==> config.mk <==
export PLATFORM = sky130hd
export DESIGN_NAME = shift_reg_ctrl
export DESIGN_NICKNAME = d
export VERILOG_FILES = /design/src/rtl/shift_reg_ctrl.sv
export SDC_FILE = /design/constraint.sdc
export NUM_CORES = 1
export LEC_CHECK = 0
export CORE_MARGIN = 4
export CORE_UTILIZATION = 30
export CTS_CLUSTER_SIZE = 12
export DETAILED_ROUTE_END_ITERATION = 16
export HOLD_SLACK_MARGIN = 0.06
export SYNTH_ARGS = -nofsm -noshare
export SYNTH_HDL_FRONTEND = slang
export SYNTH_SLANG_ARGS = --single-unit
==> constraint.sdc <==
create_clock -name clk -period 1.26 [get_ports clk]
set_input_delay 0.378 -clock clk [delete_from_list [all_inputs] [get_ports clk]]
set_output_delay 0.378 -clock clk [all_outputs]
set_load 0.005 [all_outputs]
==> src/rtl/shift_reg_ctrl.sv <==
// Command sequencer for a 4-bit universal shift register: accepts one command
// over valid/ready, drives mode/data/serial-in for N cycles, then reports Q.
module shift_reg_ctrl #(
  parameter int CNT_W = 3
) (
  input  logic             clk,
  input  logic             reset,
  input  logic             cmd_valid,
  output logic             cmd_ready,
  input  logic [1:0]       cmd_op,
  input  logic [3:0]       cmd_data,
  input  logic             cmd_si,
  input  logic [CNT_W-1:0] cmd_count,
  input  logic [3:0]       q_in,
  output logic [1:0]       m_sel,
  output logic [3:0]       d_out,
  output logic             si_out,
  output logic             busy,
  output logic             done,
  output logic [3:0]       result
);

  typedef enum logic [1:0] {
    IDLE,
    RUN,
    SETTLE
  } state_t;

  localparam logic [1:0]     OP_HOLD = 2'b00;
  localparam logic [1:0]     OP_LOAD = 2'b01;
  localparam logic [CNT_W:0] ONE     = {{CNT_W{1'b0}}, 1'b1};
  localparam logic [CNT_W:0] FULL    = {1'b1, {CNT_W{1'b0}}};

  state_t         state;
  logic [CNT_W:0] cnt;
  logic [CNT_W:0] eff_cnt;

  // A zero count means a full 2^CNT_W operations; a load only ever needs one.
  // NOTE: every combinational output gets a default first so no latch is inferred.
  always_comb begin
    eff_cnt = {1'b0, cmd_count};
    if (cmd_count == '0) eff_cnt = FULL;
    if (cmd_op == OP_LOAD) eff_cnt = ONE;
  end

  // NOTE: sequential state uses non-blocking assignments only, so every
  // register samples pre-edge values regardless of statement order.
  always_ff @(posedge clk or negedge reset) begin
    if (!reset) begin
      state     <= IDLE;
      cmd_ready <= 1'b0;
      m_sel     <= OP_HOLD;
      d_out     <= 4'h0;
      si_out    <= 1'b0;
      busy      <= 1'b0;
      done      <= 1'b0;
      result    <= 4'h0;
      cnt       <= '0;
    end else begin
      done <= 1'b0;
      case (state)
        IDLE: begin
          if (cmd_valid && cmd_ready) begin
            m_sel     <= cmd_op;
            d_out     <= cmd_data;
            si_out    <= cmd_si;
            cnt       <= eff_cnt;
            cmd_ready <= 1'b0;
            busy      <= 1'b1;
            state     <= RUN;
          end else begin
            cmd_ready <= 1'b1;
          end
        end
        RUN: begin
          // The register still sees the op on this edge; hold takes over after it.
          cnt <= cnt - ONE;
          if (cnt == ONE) begin
            m_sel <= OP_HOLD;
            state <= SETTLE;
          end
        end
        SETTLE: begin
          result    <= q_in;
          done      <= 1'b1;
          busy      <= 1'b0;
          cmd_ready <= 1'b1;
          state     <= IDLE;
        end
        default: state <= IDLE;
      endcase
    end
  end

endmodule

**Word level (Yosys, flattened, before mapping)**

Cells that the tools add are included.

- Bitwise logic cells: 0
- Shift-type cells: 0
- Reductions and logical operators: 10
- Equal/unequal tests: 6
- Multiply operators: 0
- Add/subtract/negate cells: 1
- Muxes and demuxes: 15
- Divide/modulo/power cells: 0
- Magnitude comparators: 0

Operators by type and width:

| kind | number |
|---|---|
| $mux 4 | 3 |
| $mux 2 | 4 |
| $pmux 2 s2 | 2 |
| $pmux 4 s2 | 1 |
| $reduce_and 2->1 | 4 |
| $eq 2x1->1 const B | 2 |
| $eq 4x1->1 const B | 1 |
| $ne 2x2->1 const B | 2 |
| $pmux 1 s2 | 2 |
| $reduce_bool 2->1 | 2 |
| $sub 4x1->4 const B | 1 |
| $logic_not 3->1 | 1 |
| $mux 1 | 3 |
| $reduce_and 3->1 | 1 |
| $eq 2x2->1 const B | 1 |
| $logic_not 2->1 | 1 |
| $logic_and 1x1->1 | 1 |

- Input port bits: 17
- Word-level logic and storage cells: 41
- Latch bits: 0
- Flip-flop bits (word level): 20
- Bits in read-only memories: 0
- RAM bits: 0
- Output and inout bits: 14
- Memories kept: 0

**Longest topological paths before layout**

- Depth after elaboration: 5
- Depth in mapped cells: 5
- Gate-level depth less buffers: 5

**Worst setup path before layout**

Ideal clock, no wire load.

- Kind: input to register
- Start point: input port cmd_count[2]
- End point: register cnt[3]
- Path slack: -0.040 ns
- Data required time: 1.149 ns
- Setup time: 0.111 ns
- Cell stages on the path: 2
- Buffers on the path: 0
- Data arrival time: 1.189 ns
- Path through: or4_1 -> a222oi_1

- Word-level cells in the longest chain between the ends: 5

Ends and longest elaborated chain:

| element | line | source |
|---|---|---|
| from (decl) | 13 | `input logic [CNT_W-1:0] cmd_count,` |
| $logic_not 3->1 | 42 | `if (cmd_count == '0) eff_cnt = FULL;` |
| $mux 4 | 42 |  |
| $mux 4 | 43 | `if (cmd_op == OP_LOAD) eff_cnt = ONE;` |
| $mux 4 | 63 | `if (cmd_valid && cmd_ready) begin` |
| $pmux 4 s2 | 61 | `case (state)` |
| to (signal assigned) | 67 | `cnt <= eff_cnt;` |
| to (signal assigned) | 77 | `cnt <= cnt - ONE;` |
| to (decl) | 35 | `logic [CNT_W:0] cnt;` |

Every way passes these cells. The select of a mux whose other input is x is not followed.
A chain may end at the register's enable or synchronous reset.

**Worst setup path in the final report**

- Start point: register cmd_ready
- End point: register cnt[3]

- Word-level cells in the longest chain between the ends: 3

Ends and longest elaborated chain:

| element | line | source |
|---|---|---|
| from (decl) | 9 | `output logic cmd_ready,` |
| from (signal assigned) | 51 | `cmd_ready <= 1'b0;` |
| from (signal assigned) | 68 | `cmd_ready <= 1'b0;` |
| from (signal assigned) | 72 | `cmd_ready <= 1'b1;` |
| $logic_and 1x1->1 | 63 |  |
| $ne 2x2->1 (no line) | - |  |
| $reduce_and 2->1 (no line) | - |  |

Every way passes these cells.

==> flow_summary_export.csv <==
group,metric,value,unit
die,start_util,31.6,%
die,boundaryPins,31,
clock_tree,clockRootBuffer,"clkbuf_4",
clock_tree,insertion_delay,300,ps
power,total_power,3070,uW
grt,grt_max_degree,21,
worst_setup_path,r2r_setup_slack,-50,ps
die,fp-row-count,19,
synthesis,synth_nets,100,
worst_setup_path,endpoint_kind,"flop",
power,clockPowerShare,17.0,%
grt,gr-usage-met3,3.72,%
placement,hpwl,1520,um
synthesis,synth-seq-cells,20,
min_path,hp-start,"cmd_op[0]",
grt,met2_usage,21.8,%
final_layout,fin_nets,150,
synthesis,yosysWarnings,0,
placement,gp_congestion,0.869,
grt,antenna_found_initial,0,
sta,fin_crit,1310,ps
clock_tree,cts_sinks,20,
power,power.internal,2080,uW
synthesis,ys_types,25,
sta,rsz0062_at_grt,"true",
power,p_seq_share,36.7,%
grt,grt_usage,12.1,%
grt,grt_pass1_vias,791,
worst_setup_path,r2r_start,"cmd_ready",
final_layout,n_antenna_cell,0,
routing,drt_iter0_markers,21,
final_layout,postLayoutCoreUtil,49.9,%
clock_tree,clockBufferDepth,2,
grt,grtUsageMet1,14.2,%
final_layout,area_growth,57.8,%
synthesis,avgSynthCellArea,10.8,um^2
grt,grt-busiest-layer,"met2",
routing,ant_nets,0,
die,coreArea,2760,um^2
final_layout,regArea,502,um^2
worst_setup_path,crit_required,1460,ps
routing,drt_wl_total,2110,um
final_layout,drive_above_1_share,38.5,%
synthesis,synthesis.area,872,um^2
sta,drv_slew,0,
sta,relSlewSlack,82.3,%
clock_tree,cts.htree.levels,1,
worst_setup_path,worstSetupStartpointType,"flop",
placement,portBuffers,30,
outcome,status,"finished, violations left",
worst_setup_path,timing.rr.end,"cnt[3]",
synthesis,synth_cells,81,
final_layout,multiInputGateArea,373,um^2
run,maxCapViolCount,0,
sta,final_hold_viol_count,0,
sta,clock.fmax,0.761,GHz
routing,drc,0,
routing,drt_pass1_iterations,4,
routing,wl_per_cell,13.1,um
synthesis,yosysSeqAreaShare,57.4,%
sta,tightest_slew,263,ps
die,die_w,61.9,um
sta,setup_ws,-54.6,ps
min_path,whs_path_depth,3,
outcome,violations,"setup timing",
power,ir_worst_vdd,1.48,mV
routing,routed_via_density,4.77,
power,comb_power_share,46.3,%
worst_setup_path,worstRegToRegCells,4,
worst_setup_path,crit_type,"reg -> reg",
sta,finalSetupViolations,3,
min_path,min_to,"m_sel[0]",
clock_tree,numCtsBuffers,3,
power,power_leakage,0.000686,uW
min_path,hold_class,"in -> reg",
die,die-area,3830,um^2
routing,vias,768,
power,p_switching,996,uW
final_layout,fill_cells,275,
clock_tree,clk_pin_slew,110,ps
sta,period_share,104,%
die,die_h,61.9,um
power,power_density,2230,nW/um^2
clock_tree,ctsHoldBuffers,0,
clock_tree,tritoncts,"done",
sta,skew,0.981,ps
power,switching_share,32.4,%
grt,grt_overflow,0,
worst_setup_path,cp.arrival,1510,ps
worst_setup_path,crit_fanout,4,
grt,grt_pass1_wl,3450,um
[state kept, by name, summed over array words and instances, names as in the netlist]
register / count
state: 2
d_out: 4
m_sel: 2
si_out: 1
cnt: 4
result: 4
busy: 1
cmd_ready: 1
done: 1
[power groups by stage]
stage	Clock (uW)	Sequential (uW)	Combinational (uW)
after floorplan	0	1120	613
after global placement	0	1110	1370
after detailed placement	0	1130	1390
after CTS	542	1100	1320
after global routing	571	1170	1580
final	522	1130	1420
[cells by family (layout without fill, tap and decap cells)]
logic type | count (synthesis) | after routing | synth area share [%]
and+or+nand+nor | 34 | 34 | 20.4
AOI/OAI and AO/OA | 10 | 10 | 7.60
adders and majority gates | 2 | 2 | 2.87
buffers and inverters | 9 | 58 | 4.30
muxes | 6 | 6 | 7.46
DFF | 20 | 20 | 57.4
[metrics by stage]
stage | TNS, ps | std cells | instance area (um^2) | hold slack [ps] | setup slack, ps
floorplan | -18.2 | 81 | 872 | 82.4 | -18.2
global placement | -4350 | 149 | 1290 | 462 | -502
detailed placement | -4280 | 149 | 1290 | 470 | -548
CTS | -157 | 159 | 1320 | 389 | -63.4
global route | -442 | 161 | 1380 | 407 | -117
finish | -124 | 161 | 1380 | 394 | -54.6
[how the worst max path moves through the flow]
stage                 startpoint      to  slack [ps]  cells past startpoint
CTS                    cmd_ready  cnt[3]         -60                      4
detailed placement     cmd_op[1]  cnt[3]        -550                      4
global placement       cmd_op[1]  cnt[3]        -500                      4
floorplan           cmd_count[2]  cnt[3]         -20                      2
finish                 cmd_ready  cnt[3]         -50                      4
global route           cmd_ready  cnt[3]        -120                      4
[worst max-delay path, stage by stage (launching register included)]
cell	delay, ps
dfrtp_1	400
buf_6	120
and4bb_2	250
buf_6	120
a222oi_1	320
[metal layers]
metal	wire length, um	vias to the layer above
li1	-	370
met5	0	-
met1	859	369
met3	146	2
met2	1100	27
met4	9	0
[cell type report]
type / instances / share of cell area (%)
Multi-Input combinational cell: 52 / 27.1
Timing Repair Buffer: 49 / 28.5
Sequential cell: 20 / 36.5
Clock inverter: 1 / 2.18
Tap cell: 31 / 2.82
Inverter: 5 / 1.36
Clock buffer: 3 / 1.64
[Yosys cell counts, drive strengths merged]
master,count,share of area [%]
dfrtp,20,57
nand2,19,8.2
inv,5,2.2
o21ai,5,2.9
mux2,4,5.2
buf,3,1.7
nor2,3,1.3
nor2b,3,3.0
ha,2,2.9
mux2i,2,2.3
nor3b,2,1.7
a211o,1,1.0
a21oi,1,0.57
a221o,1,1.1
a222oi,1,1.1
and3,1,0.72
and4bb,1,1.4
clkbuf,1,0.43
nand2b,1,0.72
nand3,1,0.57
nand4bb,1,1.3
nor3,1,0.57
o211ai,1,0.86
or4,1,0.86
[placed cells by master (no fill, tap or decap), types with 2 or more instances in the layout]
| master | netlist | final |
|---|---|---|
| nor2b_4 | 1 | 2 |
| clkdlybuf4s50_1 | 0 | 11 |
| buf_6 | 0 | 3 |
| buf_2 | 3 | 13 |
| clkbuf_4 | 0 | 3 |
| inv_1 | 5 | 4 |
| dfrtp_1 | 20 | 19 |
| buf_4 | 0 | 15 |
| o21ai_2 | 0 | 2 |
| o21ai_0 | 5 | 3 |
| dlygate4sd2_1 | 0 | 4 |
| nand2_1 | 19 | 19 |
| mux2_2 | 4 | 4 |
| nor2_1 | 3 | 3 |
| mux2i_1 | 2 | 2 |
[timing repair]
action | CTS | global route
endpoints found under the setup margin | 19 | 12
gates cloned | 0 | 0
pin swaps | 4 | 3
resized for setup | 62 | 14
setup buffers | 6 | 2
(Power assumes the default switching activity.)
